## src/rtl/dram_burst_reader_if.sv

```systemverilog
// Output stream bundle of the dram burst reader: data/last with valid/ready handshake.
interface dram_burst_reader_if #(
    parameter int unsigned WORD_SIZE = 64
);
    logic [WORD_SIZE-1:0] out_data;
    logic                 out_valid;
    logic                 out_ready;
    logic                 out_last;

    modport master (
        output out_data,
        output out_valid,
        output out_last,
        input  out_ready
    );

    modport slave (
        input  out_data,
        input  out_valid,
        input  out_last,
        output out_ready
    );
endinterface

```

## src/rtl/dram_burst_reader.sv

```systemverilog
// Read-side master for one dram port: walks base..base+length-1 (wrapping) and
// streams the words through a 2-entry buffer that hides the read latency and backpressure.
module dram_burst_reader #(
    parameter int unsigned WORD_SIZE = 64,
    parameter int unsigned ADDR_SIZE = 8
) (
    input  logic                 clk,
    input  logic                 rst_n,
    input  logic                 start,
    input  logic [ADDR_SIZE-1:0] base_addr,
    input  logic [ADDR_SIZE:0]   length,
    output logic                 busy,
    output logic                 done,
    output logic [ADDR_SIZE-1:0] mem_address,
    output logic                 mem_write_enable,
    input  logic [WORD_SIZE-1:0] mem_output,
    dram_burst_reader_if.master  out_if
);
    localparam int unsigned CW = ADDR_SIZE + 1;

    typedef enum logic [1:0] {IDLE, READ, DRAIN} state_e;

    typedef struct packed {
        logic                 last;
        logic [WORD_SIZE-1:0] data;
    } entry_t;

    state_e               state_q, state_d;
    logic [ADDR_SIZE-1:0] addr_q, addr_d;
    logic [CW-1:0]        rem_q, rem_d;
    logic                 pend_q, pend_d;
    logic                 pend_last_q, pend_last_d;
    entry_t               head_q, head_d;
    entry_t               tail_q, tail_d;
    logic [1:0]           count_q, count_d;
    logic                 busy_q, busy_d;
    logic                 done_q, done_d;

    logic                 pop;
    logic                 issue;
    entry_t               push_entry;

    // State register; reset drops buffered words and any in-flight read.
    always_ff @(posedge clk or negedge rst_n) begin
        if (!rst_n) begin
            state_q     <= IDLE;
            addr_q      <= '0;
            rem_q       <= '0;
            pend_q      <= 1'b0;
            pend_last_q <= 1'b0;
            head_q      <= '0;
            tail_q      <= '0;
            count_q     <= '0;
            busy_q      <= 1'b0;
            done_q      <= 1'b0;
        end else begin
            state_q     <= state_d;
            addr_q      <= addr_d;
            rem_q       <= rem_d;
            pend_q      <= pend_d;
            pend_last_q <= pend_last_d;
            head_q      <= head_d;
            tail_q      <= tail_d;
            count_q     <= count_d;
            busy_q      <= busy_d;
            done_q      <= done_d;
        end
    end

    // Next-state: burst sequencing, read issue throttled so the buffer never exceeds 2 words.
    always_comb begin
        state_d     = state_q;
        addr_d      = addr_q;
        rem_d       = rem_q;
        pend_d      = 1'b0;
        pend_last_d = pend_last_q;
        head_d      = head_q;
        tail_d      = tail_q;
        count_d     = count_q;
        busy_d      = busy_q;
        done_d      = 1'b0;
        issue       = 1'b0;
        pop         = (count_q != 2'd0) && out_if.out_ready;
        push_entry.last = pend_last_q;
        push_entry.data = mem_output;

        unique case (state_q)
            IDLE: begin
                if (start) begin
                    addr_d  = base_addr;
                    rem_d   = length;
                    busy_d  = 1'b1;
                    state_d = (length == '0) ? DRAIN : READ;
                end
            end
            READ: begin
                // Count a word already in flight; a same-edge pop frees a slot.
                issue = (rem_q != '0) &&
                        ((3'(count_q) + 3'(pend_q)) <= (3'(pop) + 3'd1));
                if (issue) begin
                    pend_d      = 1'b1;
                    pend_last_d = (rem_q == CW'(1));
                    addr_d      = addr_q + ADDR_SIZE'(1);
                    rem_d       = rem_q - CW'(1);
                    if (rem_q == CW'(1)) begin
                        state_d = DRAIN;
                    end
                end
            end
            DRAIN: begin
                if (!pend_q && ((count_q == 2'd0) || ((count_q == 2'd1) && pop))) begin
                    done_d  = 1'b1;
                    busy_d  = 1'b0;
                    state_d = IDLE;
                end
            end
            default: state_d = IDLE;
        endcase

        // Buffer update: head is always the oldest word; tail is cleared when not occupied.
        unique case ({pend_q, pop})
            2'b10: begin
                if (count_q == 2'd0) begin
                    head_d = push_entry;
                end else begin
                    tail_d = push_entry;
                end
                count_d = count_q + 2'd1;
            end
            2'b01: begin
                head_d  = tail_q;
                tail_d  = '0;
                count_d = count_q - 2'd1;
            end
            2'b11: begin
                if (count_q == 2'd1) begin
                    head_d = push_entry;
                end else begin
                    head_d = tail_q;
                    tail_d = push_entry;
                end
            end
            default: ;
        endcase
    end

    assign busy             = busy_q;
    assign done             = done_q;
    assign mem_address      = addr_q;
    assign mem_write_enable = 1'b0;
    assign out_if.out_data  = head_q.data;
    assign out_if.out_last  = head_q.last;
    assign out_if.out_valid = (count_q != 2'd0);
endmodule
```

## src/flat_wrapper.sv

```systemverilog
// flat-port wrapper written by rule: the top's interface ports become plain ports
module dram_burst_reader_flat 
#(
    parameter int unsigned WORD_SIZE = 64,
    parameter int unsigned ADDR_SIZE = 8
)
  (clk, rst_n, start, base_addr, length, busy, done, mem_address, mem_write_enable, mem_output, out_if_out_data, out_if_out_valid, out_if_out_last, out_if_out_ready);
  dram_burst_reader_if #(.WORD_SIZE(WORD_SIZE)) out_if_i ();
  input  logic clk;
  input  logic rst_n;
  input  logic start;
  input  logic [ADDR_SIZE-1:0] base_addr;
  input  logic [ADDR_SIZE:0] length;
  output logic busy;
  output logic done;
  output logic [ADDR_SIZE-1:0] mem_address;
  output logic mem_write_enable;
  input  logic [WORD_SIZE-1:0] mem_output;
  output wire logic [$bits(out_if_i.out_data)-1:0] out_if_out_data;
  output wire logic [$bits(out_if_i.out_valid)-1:0] out_if_out_valid;
  output wire logic [$bits(out_if_i.out_last)-1:0] out_if_out_last;
  input wire logic [$bits(out_if_i.out_ready)-1:0] out_if_out_ready;
  assign out_if_out_data = out_if_i.out_data;
  assign out_if_out_valid = out_if_i.out_valid;
  assign out_if_out_last = out_if_i.out_last;
  assign out_if_i.out_ready = out_if_out_ready;
  dram_burst_reader #(.WORD_SIZE(WORD_SIZE), .ADDR_SIZE(ADDR_SIZE)) u_core (.clk(clk), .rst_n(rst_n), .start(start), .base_addr(base_addr), .length(length), .busy(busy), .done(done), .mem_address(mem_address), .mem_write_enable(mem_write_enable), .mem_output(mem_output), .out_if(out_if_i));
endmodule
```

## config.mk

```make
export PLATFORM = sky130hd
export DESIGN_NAME = dram_burst_reader_flat
export DESIGN_NICKNAME = d
export VERILOG_FILES = /design/src/rtl/dram_burst_reader_if.sv /design/src/rtl/dram_burst_reader.sv /design/src/flat_wrapper.sv
export SDC_FILE = /design/constraint.sdc
export NUM_CORES = 1
export LEC_CHECK = 0
export CAP_MARGIN = 20
export CORE_UTILIZATION = 40
export CTS_CLUSTER_DIAMETER = 60
export CTS_CLUSTER_SIZE = 40
export DETAILED_ROUTE_END_ITERATION = 16
export PLACE_DENSITY = 0.67
export SKIP_LAST_GASP = 1
export SLEW_MARGIN = 25
export SYNTH_ARGS = -nofsm -noshare
export SYNTH_HDL_FRONTEND = slang
export SYNTH_SLANG_ARGS = --single-unit
export TNS_END_PERCENT = 30
```

## constraint.sdc

```tcl
create_clock -name clk -period 3.4 [get_ports clk]
set_clock_uncertainty 0.15 [all_clocks]
set_input_delay 0.51 -clock clk [delete_from_list [all_inputs] [get_ports clk]]
set_output_delay 0.51 -clock clk [all_outputs]
set_load 0.005 [all_outputs]
```

==> metrics.txt <==
status=complete, no violations; commonest non-fill, non-tap cell in the layout=clkdlybuf4s50_1; core area=16800 sq um; initial antenna violation count=0; placed insts=966; TritonRoute pass-1 iters=4; Final min period=2.99 ns; via count=5478; Top Metal Used=met4; nets=860; fillers=1437; worst r2r src=u_core.count_q[1]$_DFFE_PN0P_; clock tree buffer depth=2; CTS Root Cell=clkbuf_16; Max-cap violations=0; GP Congestion=0.836; overall routing resource usage=0.202; Synth Instances=618; worst slew pin tran=0.955 ns; Routed WL per cell=17.6 um; multi-input logic area=2830 sq um; Post-Syn Area=6980 sq um; Power Density=1040 nW/um^2; vias in the first global route=5522; vias per cell=5.48; Clk pin slew, worst setup/hold paths=0.07 ns; drt drc=0; row count=47; Final Max Slew Viols=0; crit path max fanout=11; Initial Utilization=0.415; TritonCTS Buffers=17; fin crit share=0.880; VDD IR max=0.497 mV; FFs w/ async S/R, synth=1.00; Final Core Density=0.560; hold_sp=u_core.out_if.out_data[52]$_DFFE_PN0P_; sequential cell area fraction in the yosys report=0.556; worst r2r path cells=11; synthesis-to-finish area growth=34.9%; I/O Buffers=160; die width=134 um; # diodes=0; Max Clock Freq=334 MHz; Die Area=18000 sq um; Hold Path Class=reg -> reg; end of the worst hold path=u_core.out_if.out_data[52]$_DFFE_PN0P_; post-synthesis cell type count=59; setup tns final=0 ns; Post-Syn Nets=712; post-route non-filler standard cell count=999; pin count of the biggest net entering global routing=75; Worst-Skew Late Latency=0.42 ns; Leak=4.31 nW; Rel. slew slack=0.361; type of origin of the critical path=flip-flop; YS warnings=0; antenna-violating nets left=0; Remaining Overflow, GRT=0; DR iter-0 viols=355; HPWL Detailed=11800 um; CP Capture Type=flip-flop; WL met1=8390 um; IO Count=162; Mapped Avg Cell Area=11.3 sq um; Sink Count=155; Seq. cell area=3880 sq um; met3 WL=994 um; number of synthesized flops with an enable pin=0; final hold violation count=0; top_reg_cell synth=dfrtp_1; most frequent cells in the layout=clkdlybuf4s50_1, dfrtp_1, o21ai_0; share of layout cells above drive strength 1=0.0847; worst reg2reg setup slack=0.41 ns; Post-CTS Resized=0; CP Class=reg -> reg; Worst Hold Depth=2; Die Y=134 um; CP required=3.60 ns; met2 wire length=8050 um; H-tree depth=4; final setup vio count=0; reg-to-reg endpoint=u_core.rem_q[1]$_DFFE_PN0P_; first-pass GRT wire length=28500 um; worst hold slack=0.331 ns; RSZ-0062 raised after global routing=no; CP Data Arrival Time=3.19 ns; Yosys reg bits=155; CTS tree=yes; wirelength, routed=17600 um; Pwr Total=9.82 mW
[synth_stat cells (all sizes together) (2+ instances only)]
cell type	count	area (sq um)
o211ai	2	15.0
o21ai	82	422
a221oi	3	26.3
mux2i	67	671
inv	11	41.3
a22o	65	578
o31ai	2	15.0
nand3	8	40.0
nor2b	3	18.8
a21oi	12	60.1
nor2	14	55.1
a311oi	6	52.6
nor3	5	25.0
a22oi	3	27.5
nand2b	2	12.5
nand4	5	31.3
a31oi	2	12.5
nand2	78	293
buf	33	195
clkbuf	14	55.1
a211oi	5	47.5
nor4	4	31.3
and3	3	18.8
xnor2	2	17.5
o221a	2	22.5
dfrtp	155	3880
ha	8	100
[power by group]
| part | total [mW] | switching, mW | internal [mW] |
|---|---|---|---|
| Sequential | 3.28 | 0.580 | 2.70 |
| Combinational | 4.57 | 2.28 | 2.28 |
| Clock | 1.97 | 0.800 | 1.17 |
[per-stage QoR]
stage | worst slack (ns) | area (sq um)
after floorplan | 0.509 | 6980
after global placement | 0.186 | 8760
after detailed placement | 0.127 | 8790
after CTS | 0.385 | 9410
after global routing | 0.212 | 9410
final | 0.407 | 9410
[logic make-up after synthesis]
group	count (synthesis)	synth area share
AO/OA/AOI/OAI	194	0.196
flip-flops	155	0.556
AND/OR/NAND/NOR	130	0.0872
multiplexers	68	0.0977
buffers and inverters	58	0.0418
adder cells (fa/ha/maj)	10	0.0187
XOR/XNOR	2	0.00251
other	1	0.000538
[registers in the layout (all words and copies together), names as in the netlist]
register / flops
u_core.mem_address: 8
u_core.rem_q: 9
u_core.pend_last_q: 1
u_core.count_q: 2
u_core.state_q: 2
u_core.pend_q: 1
u_core.tail_q: 65
u_core.busy: 1
u_core.out_if.out_data: 64
u_core.done: 1
u_core.out_if.out_last: 1
[how the worst max path moves through the flow]
stage	startpoint	endpoint	slack (ns)	cells past startpoint
6_report	u_core.count_q[1]$_DFFE_PN0P_	u_core.rem_q[1]$_DFFE_PN0P_	0.41	11
5_1_grt	u_core.count_q[1]$_DFFE_PN0P_	u_core.rem_q[1]$_DFFE_PN0P_	0.21	11
4_1_cts	u_core.count_q[1]$_DFFE_PN0P_	u_core.rem_q[1]$_DFFE_PN0P_	0.38	11
3_5_place_dp	out_if_out_ready	u_core.rem_q[1]$_DFFE_PN0P_	0.13	10
3_3_place_gp	out_if_out_ready	u_core.rem_q[1]$_DFFE_PN0P_	0.19	10
2_1_floorplan	u_core.count_q[1]$_DFFE_PN0P_	u_core.mem_address[1]$_DFFE_PN0P_	0.51	9
[critical path: stages (launching register included)]
cell,delay [ns]
dfrtp_1,0.40
inv_1,0.12
ha_1,0.27
nor2b_1,0.22
buf_4,0.21
inv_2,0.06
ha_1,0.27
or3b_4,0.38
a22o_4,0.29
o21ai_4,0.15
buf_4,0.21
mux2i_1,0.20
[routing by layer]
| layer | GRT usage | vias to the layer above |
|---|---|---|
| met4 | 0.0637 | 0 |
| li1 | - | 2559 |
| met5 | 0 | - |
| met1 | 0.287 | 2713 |
| met2 | 0.313 | 193 |
| met3 | 0.0385 | 13 |
[layout make-up]
class | count | share of cell area
Sequential cell | 155 | 0.412
Multi-Input combinational cell | 405 | 0.301
Timing Repair Buffer | 176 | 0.188
Clock buffer | 17 | 0.0452
Tap cell | 220 | 0.0293
Clock inverter | 15 | 0.0199
Inverter | 11 | 0.00439
[repair_timing]
| item | CTS | global route |
|---|---|---|
| setup buffers | 0 | 0 |
| endpoints found under the hold margin | 67 | 0 |
| hold buffers | 1 | 0 |
Power figures use the tool's default switching activity.
